==> config.mk <==
export PLATFORM = sky130hd
export DESIGN_NAME = crc_frame_arbiter_flat
export DESIGN_NICKNAME = d
export VERILOG_FILES = /design/src/rtl/crc_frame_arbiter_if.sv /design/src/rtl/crc_frame_arbiter.sv /design/src/flat_wrapper.sv
export SDC_FILE = /design/constraint.sdc
export NUM_CORES = 1
export LEC_CHECK = 0
export ABC_AREA = 1
export CAP_MARGIN = 0
export CELL_PAD_IN_SITES_DETAIL_PLACEMENT = 2
export CELL_PAD_IN_SITES_GLOBAL_PLACEMENT = 2
export CORE_UTILIZATION = 26
export DETAILED_ROUTE_END_ITERATION = 16
export PLACE_DENSITY_LB_ADDON = 0.1
export SYNTH_ARGS = -nofsm -noshare
export SYNTH_HDL_FRONTEND = slang
export SYNTH_SLANG_ARGS = --single-unit
==> constraint.sdc <==
create_clock -name clk -period 1.8 [get_ports clk]
set_input_delay 0.18 -clock clk [delete_from_list [all_inputs] [get_ports clk]]
set_output_delay 0.18 -clock clk [all_outputs]
set_load 0.02 [all_outputs]
==> src/rtl/crc_frame_arbiter_if.sv <==
// -----------------------------------------------------------------------------
// crc_frame_arbiter_if
//
// Purpose: carries the byte-stream handshake between two packet sources and
// the shared CRC arbiter. Requester i owns bit i of s_valid/s_last/s_ready and
// byte lane s_data[8i+7:8i].
//
// Signals:
//   s_valid [1:0]  per-requester byte valid
//   s_data  [15:0] per-requester byte, requester i on [8i+7:8i]
//   s_last  [1:0]  per-requester last-byte-of-frame flag, qualified by s_valid
//   s_ready [1:0]  per-requester accept
//
// Modports:
//   master : packet-source side (drives valid/data/last, observes ready)
//   slave  : arbiter side (observes valid/data/last, drives ready)
// -----------------------------------------------------------------------------
interface crc_frame_arbiter_if;
  logic [1:0]  s_valid;
  logic [15:0] s_data;
  logic [1:0]  s_last;
  logic [1:0]  s_ready;

  modport master (
    output s_valid,
    output s_data,
    output s_last,
    input  s_ready
  );

  modport slave (
    input  s_valid,
    input  s_data,
    input  s_last,
    output s_ready
  );
endinterface

==> src/rtl/crc_frame_arbiter.sv <==
// -----------------------------------------------------------------------------
// crc_frame_arbiter
//
// Purpose: shares one bit-serial CRC-8 engine (poly x^8+x^2+x+1 = 0x07,
// MSB-first, init 0x00) between two byte-stream requesters. A whole frame is
// granted to one requester; each accepted byte is shifted through the engine
// one bit per clock, and the frame CRC is reported together with the owner's
// ID after the last byte has been shifted.
//
// Optional feature: define CRC_FINAL_XOR_EN to XOR the reported CRC with
// 8'h55 (CRC-8/ITU style). Without it the raw CRC register is reported.
//
// Ports:
//   clk        clock, all logic on the rising edge
//   rst        synchronous, active-high reset
//   s          crc_frame_arbiter_if.slave: s_valid/s_data/s_last in, s_ready out
//   busy       high whenever a frame is owned (any state but IDLE)
//   crc_out    frame CRC; valid with crc_valid, held until the next report
//   crc_id     requester that owned the reported frame; held like crc_out
//   crc_valid  one-cycle pulse per completed frame
//   state_dbg  current FSM state (0 IDLE, 1 SHIFT, 2 WAIT, 3 DONE)
//
// Handshake: a byte transfers on a rising edge where s_valid[i] && s_ready[i].
// A source must hold s_valid/s_data/s_last stable until the transfer. In IDLE
// s_ready is combinational from s_valid (the arbitration winner sees ready in
// the same cycle it raises valid); in WAIT s_ready[owner] is high regardless
// of s_valid; in SHIFT and DONE, and during reset, s_ready is 0.
//
// Timing: byte accepted in cycle T is shifted in T+1..T+8; the next byte of
// the frame can be taken at T+9 (WAIT). After the last byte, crc_valid is
// high in T+9 and the arbiter is back in IDLE at T+10.
// -----------------------------------------------------------------------------
module crc_frame_arbiter (
  input  logic                 clk,
  input  logic                 rst,
  crc_frame_arbiter_if.slave   s,
  output logic                 busy,
  output logic [7:0]           crc_out,
  output logic                 crc_id,
  output logic                 crc_valid,
  output logic [1:0]           state_dbg
);

  localparam logic [7:0] INIT = 8'h00;
  localparam logic [7:0] POLY = 8'h07;

  typedef enum logic [1:0] {
    IDLE  = 2'd0,
    SHIFT = 2'd1,
    WAIT  = 2'd2,
    DONE  = 2'd3
  } state_t;

  state_t      state;
  state_t      state_nxt;

  // Frame context
  logic        owner;      // requester that owns the current frame
  logic        last_q;     // current byte closes the frame
  logic [7:0]  data_q;     // byte being shifted
  logic [2:0]  cnt;        // bit index within data_q, 0 = MSB
  logic [7:0]  crc_q;      // running CRC register
  logic        rr;         // round-robin pointer: preferred requester on a tie

  // Reported result, held between reports
  logic [7:0]  crc_out_q;
  logic        crc_id_q;

  // Arbitration and input selection
  logic        any_valid;
  logic        grant;
  logic        sel;
  logic [7:0]  byte_in;
  logic        last_in;
  logic        fire;

  // CRC step
  logic        feedback;
  logic [7:0]  crc_next;
  logic [7:0]  crc_final;

  // ---------------------------------------------------------------------------
  // Arbitration: a lone requester always wins; on a tie the round-robin
  // pointer decides.
  // ---------------------------------------------------------------------------
  assign any_valid = |s.s_valid;

  always_comb begin
    grant = rr;
    if (s.s_valid == 2'b01) begin
      grant = 1'b0;
    end else if (s.s_valid == 2'b10) begin
      grant = 1'b1;
    end
  end

  // In IDLE the incoming byte comes from the arbitration winner; otherwise
  // only the owner can be transferring.
  assign sel     = (state == IDLE) ? grant : owner;
  assign byte_in = sel ? s.s_data[15:8] : s.s_data[7:0];
  assign last_in = s.s_last[sel];
  assign fire    = |(s.s_valid & s.s_ready);

  // ---------------------------------------------------------------------------
  // One MSB-first CRC step per SHIFT cycle.
  // ---------------------------------------------------------------------------
  assign feedback = data_q[3'd7 - cnt] ^ crc_q[7];
  assign crc_next = {crc_q[6:0], 1'b0} ^ (feedback ? POLY : 8'h00);

`ifdef CRC_FINAL_XOR_EN
  localparam logic [7:0] XOR_OUT = 8'h55;
  assign crc_final = crc_next ^ XOR_OUT;
`else
  assign crc_final = crc_next;
`endif

  // ---------------------------------------------------------------------------
  // FSM: state register
  // ---------------------------------------------------------------------------
  always_ff @(posedge clk) begin
    if (rst) begin
      state <= IDLE;
    end else begin
      state <= state_nxt;
    end
  end

  // ---------------------------------------------------------------------------
  // FSM: next-state logic
  // ---------------------------------------------------------------------------
  always_comb begin
    state_nxt = state;
    case (state)
      IDLE: begin
        if (fire) begin
          state_nxt = SHIFT;
        end
      end
      SHIFT: begin
        if (cnt == 3'd7) begin
          state_nxt = last_q ? DONE : WAIT;
        end
      end
      WAIT: begin
        if (fire) begin
          state_nxt = SHIFT;
        end
      end
      DONE: begin
        state_nxt = IDLE;
      end
      default: begin
        state_nxt = IDLE;
      end
    endcase
  end

  // ---------------------------------------------------------------------------
  // FSM: outputs. Ready is masked by rst so nothing looks accepted while the
  // block is held in reset.
  // ---------------------------------------------------------------------------
  always_comb begin
    s.s_ready = 2'b00;
    busy      = 1'b0;
    crc_valid = 1'b0;
    case (state)
      IDLE: begin
        if (any_valid && !rst) begin
          s.s_ready[grant] = 1'b1;
        end
      end
      SHIFT: begin
        busy = 1'b1;
      end
      WAIT: begin
        busy = 1'b1;
        if (!rst) begin
          s.s_ready[owner] = 1'b1;
        end
      end
      DONE: begin
        busy      = 1'b1;
        crc_valid = 1'b1;
      end
      default: begin
        s.s_ready = 2'b00;
      end
    endcase
  end

  // ---------------------------------------------------------------------------
  // Datapath: frame context, CRC register, round-robin pointer, result.
  // ---------------------------------------------------------------------------
  always_ff @(posedge clk) begin
    if (rst) begin
      owner     <= 1'b0;
      last_q    <= 1'b0;
      data_q    <= 8'h00;
      cnt       <= 3'd0;
      crc_q     <= INIT;
      rr        <= 1'b0;
      crc_out_q <= 8'h00;
      crc_id_q  <= 1'b0;
    end else begin
      case (state)
        IDLE: begin
          if (fire) begin
            owner  <= grant;
            data_q <= byte_in;
            last_q <= last_in;
            crc_q  <= INIT;
            cnt    <= 3'd0;
          end
        end
        SHIFT: begin
          crc_q <= crc_next;
          cnt   <= cnt + 3'd1;
          // Capture the result on the final bit so it is already on crc_out
          // during the DONE cycle and stays there afterwards.
          if (cnt == 3'd7 && last_q) begin
            crc_out_q <= crc_final;
            crc_id_q  <= owner;
          end
        end
        WAIT: begin
          // Continuing byte: CRC register keeps accumulating, no reload.
          if (fire) begin
            data_q <= byte_in;
            last_q <= last_in;
            cnt    <= 3'd0;
          end
        end
        DONE: begin
          rr <= ~owner;
        end
        default: begin
          cnt <= 3'd0;
        end
      endcase
    end
  end

  assign crc_out   = crc_out_q;
  assign crc_id    = crc_id_q;
  assign state_dbg = state;

  // ---------------------------------------------------------------------------
  // Embedded checks: at most one requester is ever ready, and the report is a
  // single-cycle pulse.
  // ---------------------------------------------------------------------------
  a_ready_onehot: assert property (@(posedge clk) disable iff (rst)
    $onehot0(s.s_ready));

  a_valid_pulse: assert property (@(posedge clk) disable iff (rst)
    crc_valid |=> !crc_valid);

endmodule

==> src/flat_wrapper.sv <==
// flat-port wrapper written by rule: the top's interface ports become plain ports
module crc_frame_arbiter_flat 
  (clk, rst, busy, crc_out, crc_id, crc_valid, state_dbg, s_s_valid, s_s_data, s_s_last, s_s_ready);
  crc_frame_arbiter_if s_i ();
  input  logic clk;
  input  logic rst;
  output logic busy;
  output logic [7:0] crc_out;
  output logic crc_id;
  output logic crc_valid;
  output logic [1:0] state_dbg;
  input wire logic [$bits(s_i.s_valid)-1:0] s_s_valid;
  input wire logic [$bits(s_i.s_data)-1:0] s_s_data;
  input wire logic [$bits(s_i.s_last)-1:0] s_s_last;
  output wire logic [$bits(s_i.s_ready)-1:0] s_s_ready;
  assign s_i.s_valid = s_s_valid;
  assign s_i.s_data = s_s_data;
  assign s_i.s_last = s_s_last;
  assign s_s_ready = s_i.s_ready;
  crc_frame_arbiter u_core (.clk(clk), .rst(rst), .s(s_i), .busy(busy), .crc_out(crc_out), .crc_id(crc_id), .crc_valid(crc_valid), .state_dbg(state_dbg));
endmodule
---- Word-level counts from Yosys, hierarchy flattened ----
Cells that the tools add are included.
storage, ports and cells
  bits of input ports ..................... 22
  register bits ........................... 33
  word-level logic and storage cells ...... 74
operators by class
  reduce and logical (&&, ||, !) cells .... 18
  add/subtract/negate cells ............... 2
  mux-type cells .......................... 26
  equality and inequality tests ........... 9
  $lt $le $gt $ge ......................... 6
  bitwise operators ....................... 4
operator list
  operator                                                               count
  8-bit two-way mux                                                      2
  8-bit one-hot mux with 2 select lines                                  1
  2-bit AND reduction                                                    6
  1-bit two-way mux                                                      11
  2-bit two-way mux                                                      4
  8-bit XOR                                                              1
  2-bit equality test, second input constant                             3
  1-bit by 2-bit < comparator with 1-bit output, second input constant   3
  3-bit two-way mux                                                      2
  2-bit by 1-bit != test with 1-bit output, second input constant        3
  2-bit one-hot mux with 3 select lines                                  1
  3-bit one-hot mux with 2 select lines                                  1
  2-bit OR reduction                                                     3
  2-bit by 1-bit equality test with 1-bit output, second input constant  2
  1-bit logical AND                                                      4
  3-bit by 4-bit < comparator with 1-bit output, second input constant   1
  2-bit one-hot mux with 2 select lines                                  1
  2-bit nonzero test                                                     2
  3-bit by 1-bit adder with 3-bit output, second input constant          1
  1-bit binary-select mux with 3-bit select                              1
  3-bit equality test, second input constant                             1
  3-bit OR reduction                                                     1
  3-bit subtractor, first input constant                                 1
  2-bit bitwise AND                                                      1
  6 further kinds                                                        8

---- Depth between registers and ports, before layout ----
  depth after elaboration ................. 13
  mapped depth ............................ 11
  gate-level depth less buffers ........... 11

---- Least setup slack after synthesis ----
OpenSTA, ideal clock, no wires.
  path kind ............................... flip-flop to flip-flop
  start point ............................. reg u_core.state[1] (netlist: u_core.state_dbg[1])
  end point ............................... reg u_core.last_q
  library setup time ...................... 0.113 ns
  slack ................................... 0.263 ns
  cell stages (with the launch flop) ...... 11
  data arrival time ....................... 1.424 ns
  buffers on the path ..................... 1
  clock period less this slack ............ 1.537 ns
  data required time ...................... 1.687 ns
  cells stage by stage .................... dfxtp_1 > inv_2 > nand2_4 > nor2_4 > nand2_2 > o21ai_2 > nand2_2 > nand2_2 > buf_6 > o21ai_1 > nor2_1
on the way
  word-level cells in the longest chain between the ends .. 5
  elaborated cells on any way between the ends .. 10
  those cells by class .................... 1 x eq/ne; 4 x mux; 1 x bitwise; 4 x reduce/logical
RTL lines
  what                                                             line                      text
  from (decl)                                                      crc_frame_arbiter.sv:54   state_t state;
  from (signal assigned)                                           crc_frame_arbiter.sv:124  state <= state_nxt;
  2-bit equality test / 2-bit logical NOT (equally long branches)  crc_frame_arbiter.sv:166  case (state)
  2-bit one-hot mux with 2 select lines *                          crc_frame_arbiter.sv:166
  net s_s_ready[1]                                                 flat_wrapper.sv:15        output wire logic [$bits(s_i.s_ready)-1:0] s_s_ready;
  2-bit bitwise AND *                                              crc_frame_arbiter.sv:102  assign fire = |(s.s_valid & s.s_ready);
  2-bit OR reduction *                                             crc_frame_arbiter.sv:102
  2-bit AND reduction (no source line) *                           n/a
  to (signal assigned)                                             crc_frame_arbiter.sv:210  last_q <= last_in;
  to (signal assigned)                                             crc_frame_arbiter.sv:229  last_q <= last_in;
  to (decl)                                                        crc_frame_arbiter.sv:59   logic last_q;
The timed path passes the listed nets; every way through them passes the cells marked *. The select of a mux whose other input is x is not followed.
A chain may end at the register's enable or synchronous reset.

---- Worst setup path in the final report ----
  start point ............................. in s_s_valid[1]
  end point ............................... out s_s_ready[1]
on the way
  word-level cells in the longest chain between the ends .. 9
  elaborated cells on any way between the ends .. 13
  those cells by class .................... 2 x order compare; 2 x eq/ne; 6 x mux; 3 x reduce/logical
RTL lines
  what                                                                                                                             line                      text
  from (decl)                                                                                                                      flat_wrapper.sv:12        input wire logic [$bits(s_i.s_valid)-1:0] s_s_valid;
  2-bit equality test                                                                                                              crc_frame_arbiter.sv:92   end else if (s.s_valid == 2'b10) begin
  1-bit two-way mux                                                                                                                crc_frame_arbiter.sv:92
  1-bit two-way mux                                                                                                                crc_frame_arbiter.sv:90   if (s.s_valid == 2'b01) begin
  1-bit by 2-bit < comparator with 1-bit output (implied by the code) / 1-bit greater-or-equal comparator (equally long branches)  crc_frame_arbiter.sv:169  s.s_ready[grant] = 1'b1;
  1-bit logical AND (implied by the code)                                                                                          crc_frame_arbiter.sv:169
  1-bit two-way mux (implied by the code)                                                                                          crc_frame_arbiter.sv:169
  1-bit demux with 1-bit select                                                                                                    n/a
  2-bit two-way mux *                                                                                                              crc_frame_arbiter.sv:168  if (any_valid && !rst) begin
  2-bit one-hot mux with 2 select lines *                                                                                          crc_frame_arbiter.sv:166
  to (decl)                                                                                                                        flat_wrapper.sv:15
Every way passes the cells marked *; elsewhere a longest branch is shown, timed or not.

==> flow_summary.yaml <==
clocking:
  hold_buffers: 0
  cts_sinks: 33
  clockBufferDepth: 2
  htreeDepth: 2
  numCtsBuffers: 5
  clock_latency_ps: 290
  ctsRootBufferMaster: "clkbuf_8"
  clk_pin_slew_ps: 70
  cts_tree: "built"
  post_cts_buffers: 0
timing:
  maxSlewHeadroom: 0.7578
  hold_viol: 0
  rsz0062_at_grt: "false"
  period_share: 0.9241
  setup_viol: 0
  tightestPinTransition_ps: 362.9
  min_period_ps: 1663
  clock.fmax_mhz: 601.2
  layout_setup_ws_ps: 136.7
  slew_violations: 0
  clock_skew_ps: 7.496
global_routing:
  overflow: 0
  grt_max_degree: 22
  grt_antenna_before_repair: 0
  track_usage: 0.1777
  grt_pass1_wl_mm: 8.652
  grt_pass1_vias: 1745
setup_path:
  cp-end-kind: "primary output"
  worstPathMaxFanout: 3
  worst-setup-path-type: "primary input to primary output"
  required_ps: 1620
  start_kind: "primary input"
  crit_arrival_ps: 1480
  r2r_slack_ps: 250
synthesis:
  ys_warn_count: 0
  synth_cell_types: 25
  synth_ff_type: "dfxtp_1"
  synth_edf_count: 0
  synth_async_sr_flop_share: 0
  syn_inst: 226
  synth_area_um2: 1578
  avgSynthCellArea_um2: 6.981
  syn-num-nets: 250
  ys_ff_latch: 33
  synth.yosys.seq_area_share: 0.4187
layout:
  drive_gt1_frac: 0.1738
  final_util: 0.3856
  stdcell_count: 357
  final_cell_area_um2: 2270
  mostFrequentLayoutCells: "nand2_1 (48), clkdlybuf4s50_1 (34), nand3_1 (33), dfxtp_1 (32), nor2_1 (30)"
  fillers: 706
  syn_to_final_growth_pct: 43.85
  fin_nets: 305
  layout_commonest_cell: "nand2_1"
  antenna_cells: 0
placement:
  gp_congestion: 0.7522
  dpl.cell_count: 349
  port_buffers: 36
  pre_cts_slack_ps: -172.6
  dp_hpwl_mm: 4.011
  dpl_cell_area_um2: 2151
routing:
  via_per_inst: 4.790
  drc_errors: 0
  wire_per_inst_um: 14.78
  drt.antenna.violating_nets: 0
  first_pass_iters: 4
  routed_wl_mm: 5.275
  dr.first_iter.drc_count: 46
  vias: 1710
pwr:
  power_density_nw_per_um2: 840.2
  irDropWorstVdd_mv: 0.3138
  p_leak_nw: 0.9543
  total_power_mw: 1.907
floorplanning:
  rows: 28
  coreArea_um2: 5886
  start_util: 0.2681
  dieArea_um2: 6384
  dieWidth_um: 79.90
  pin_count: 37
  fp.dieH_um: 79.90
min_path:
  worst_hold_path_type: "flop to flop"
run_status:
  status: "complete, no violations"
job:
  maxCapViolCount: 0
Yosys cell counts (2+ instances only):
cell type | count | area share
a21oi_1 | 17 | 0.054
clkbuf_1 | 3 | 0.0071
dfxtp_1 | 33 | 0.42
ha_1 | 2 | 0.016
inv_1 | 8 | 0.019
inv_2 | 7 | 0.017
nand2_1 | 48 | 0.11
nand2_2 | 4 | 0.016
nand2_4 | 2 | 0.014
nand3_1 | 33 | 0.10
nand3b_1 | 2 | 0.0095
nand4_1 | 2 | 0.0079
nor2_1 | 31 | 0.074
nor2_2 | 2 | 0.0079
o21ai_0 | 8 | 0.025
o21ai_1 | 13 | 0.041
o21ai_2 | 3 | 0.017
cell families (layout without fill, tap and decap cells):
| group | count (synthesis) | in the layout | synth area share |
|---|---|---|---|
| AO/OA/AOI/OAI | 42 | 42 | 0.1427 |
| adder cells (fa/ha/maj) | 2 | 2 | 0.01586 |
| buffers and inverters | 23 | 79 | 0.06105 |
| flip-flops | 33 | 33 | 0.4187 |
| AND/OR/NAND/NOR | 126 | 126 | 0.3616 |
state kept, by name, summed over array words and instances, names as in the netlist:
register,count
u_core.crc_q,8
u_core.crc_id,1
u_core.last_q,1
u_core.crc_out,8
u_core.data_q,8
u_core.rr,1
u_core.owner,1
u_core.cnt,3
u_core.state_dbg,2
power breakdown:
group          switching, mW  leakage (nW)  total, mW  internal (mW)
registers             0.0238         0.268      0.786          0.763
clock network          0.284        0.0585      0.736          0.452
logic                  0.217         0.628      0.385          0.168
total                  0.525         0.954       1.91           1.38
layout make-up:
type | instances | area, um2 | share of cell area
multi-input cells | 170 | 823.3 | 0.3627
flip-flops and latches | 33 | 661.9 | 0.2916
repair buffers | 55 | 514.2 | 0.2266
clock buffers | 7 | 86.33 | 0.03804
clock inverters | 1 | 30.03 | 0.01323
well taps | 75 | 93.84 | 0.04135
inverters | 16 | 60.06 | 0.02646
metal layers:
metal	wire length, um	vias up	share of wire	track usage
met5	0	-	0	0
met3	184	7	0.035	0.03314
li1	-	851	-	-
met1	2617	822	0.50	0.2349
met2	2408	30	0.46	0.2915
met4	64	0	0.012	0.05357
worst max-delay path: stages:
cell	delay [ps]
clkdlybuf4s50_1	520
inv_1	80
nor2_1	120
o21ai_2	80
inv_2	80
nand2_2	60
o21ai_2	60
clkdlybuf4s15_1	310
timing repair:
| action | in CTS | in global routing |
|---|---|---|
| cloned | 0 | 0 |
| pin swaps | 0 | 0 |
| endpoints found under the setup margin | 2 | 4 |
| resized for setup | 2 | 3 |
final timing paths:
kind,from,to,cells after the start
max,s_s_valid[1],s_s_ready[1],8
max reg2reg,u_core.state_dbg[0],u_core.data_q[3],11
min reg2reg,u_core.crc_out[6],u_core.crc_out[6],2
min,u_core.crc_out[6],u_core.crc_out[6],2
metrics by stage:
| stage | setup TNS [ps] | hold slack, ps |
|---|---|---|
| 5_1_grt | 0 | 510.8 |
| 3_3_place_gp | -281.9 | 464.7 |
| 3_5_place_dp | -1301 | 472.3 |
| 6_report | 0 | 484.2 |
| 4_1_cts | 0 | 490.3 |
| 2_1_floorplan | 0 | 249.1 |
Power figures use the tool's default switching activity.
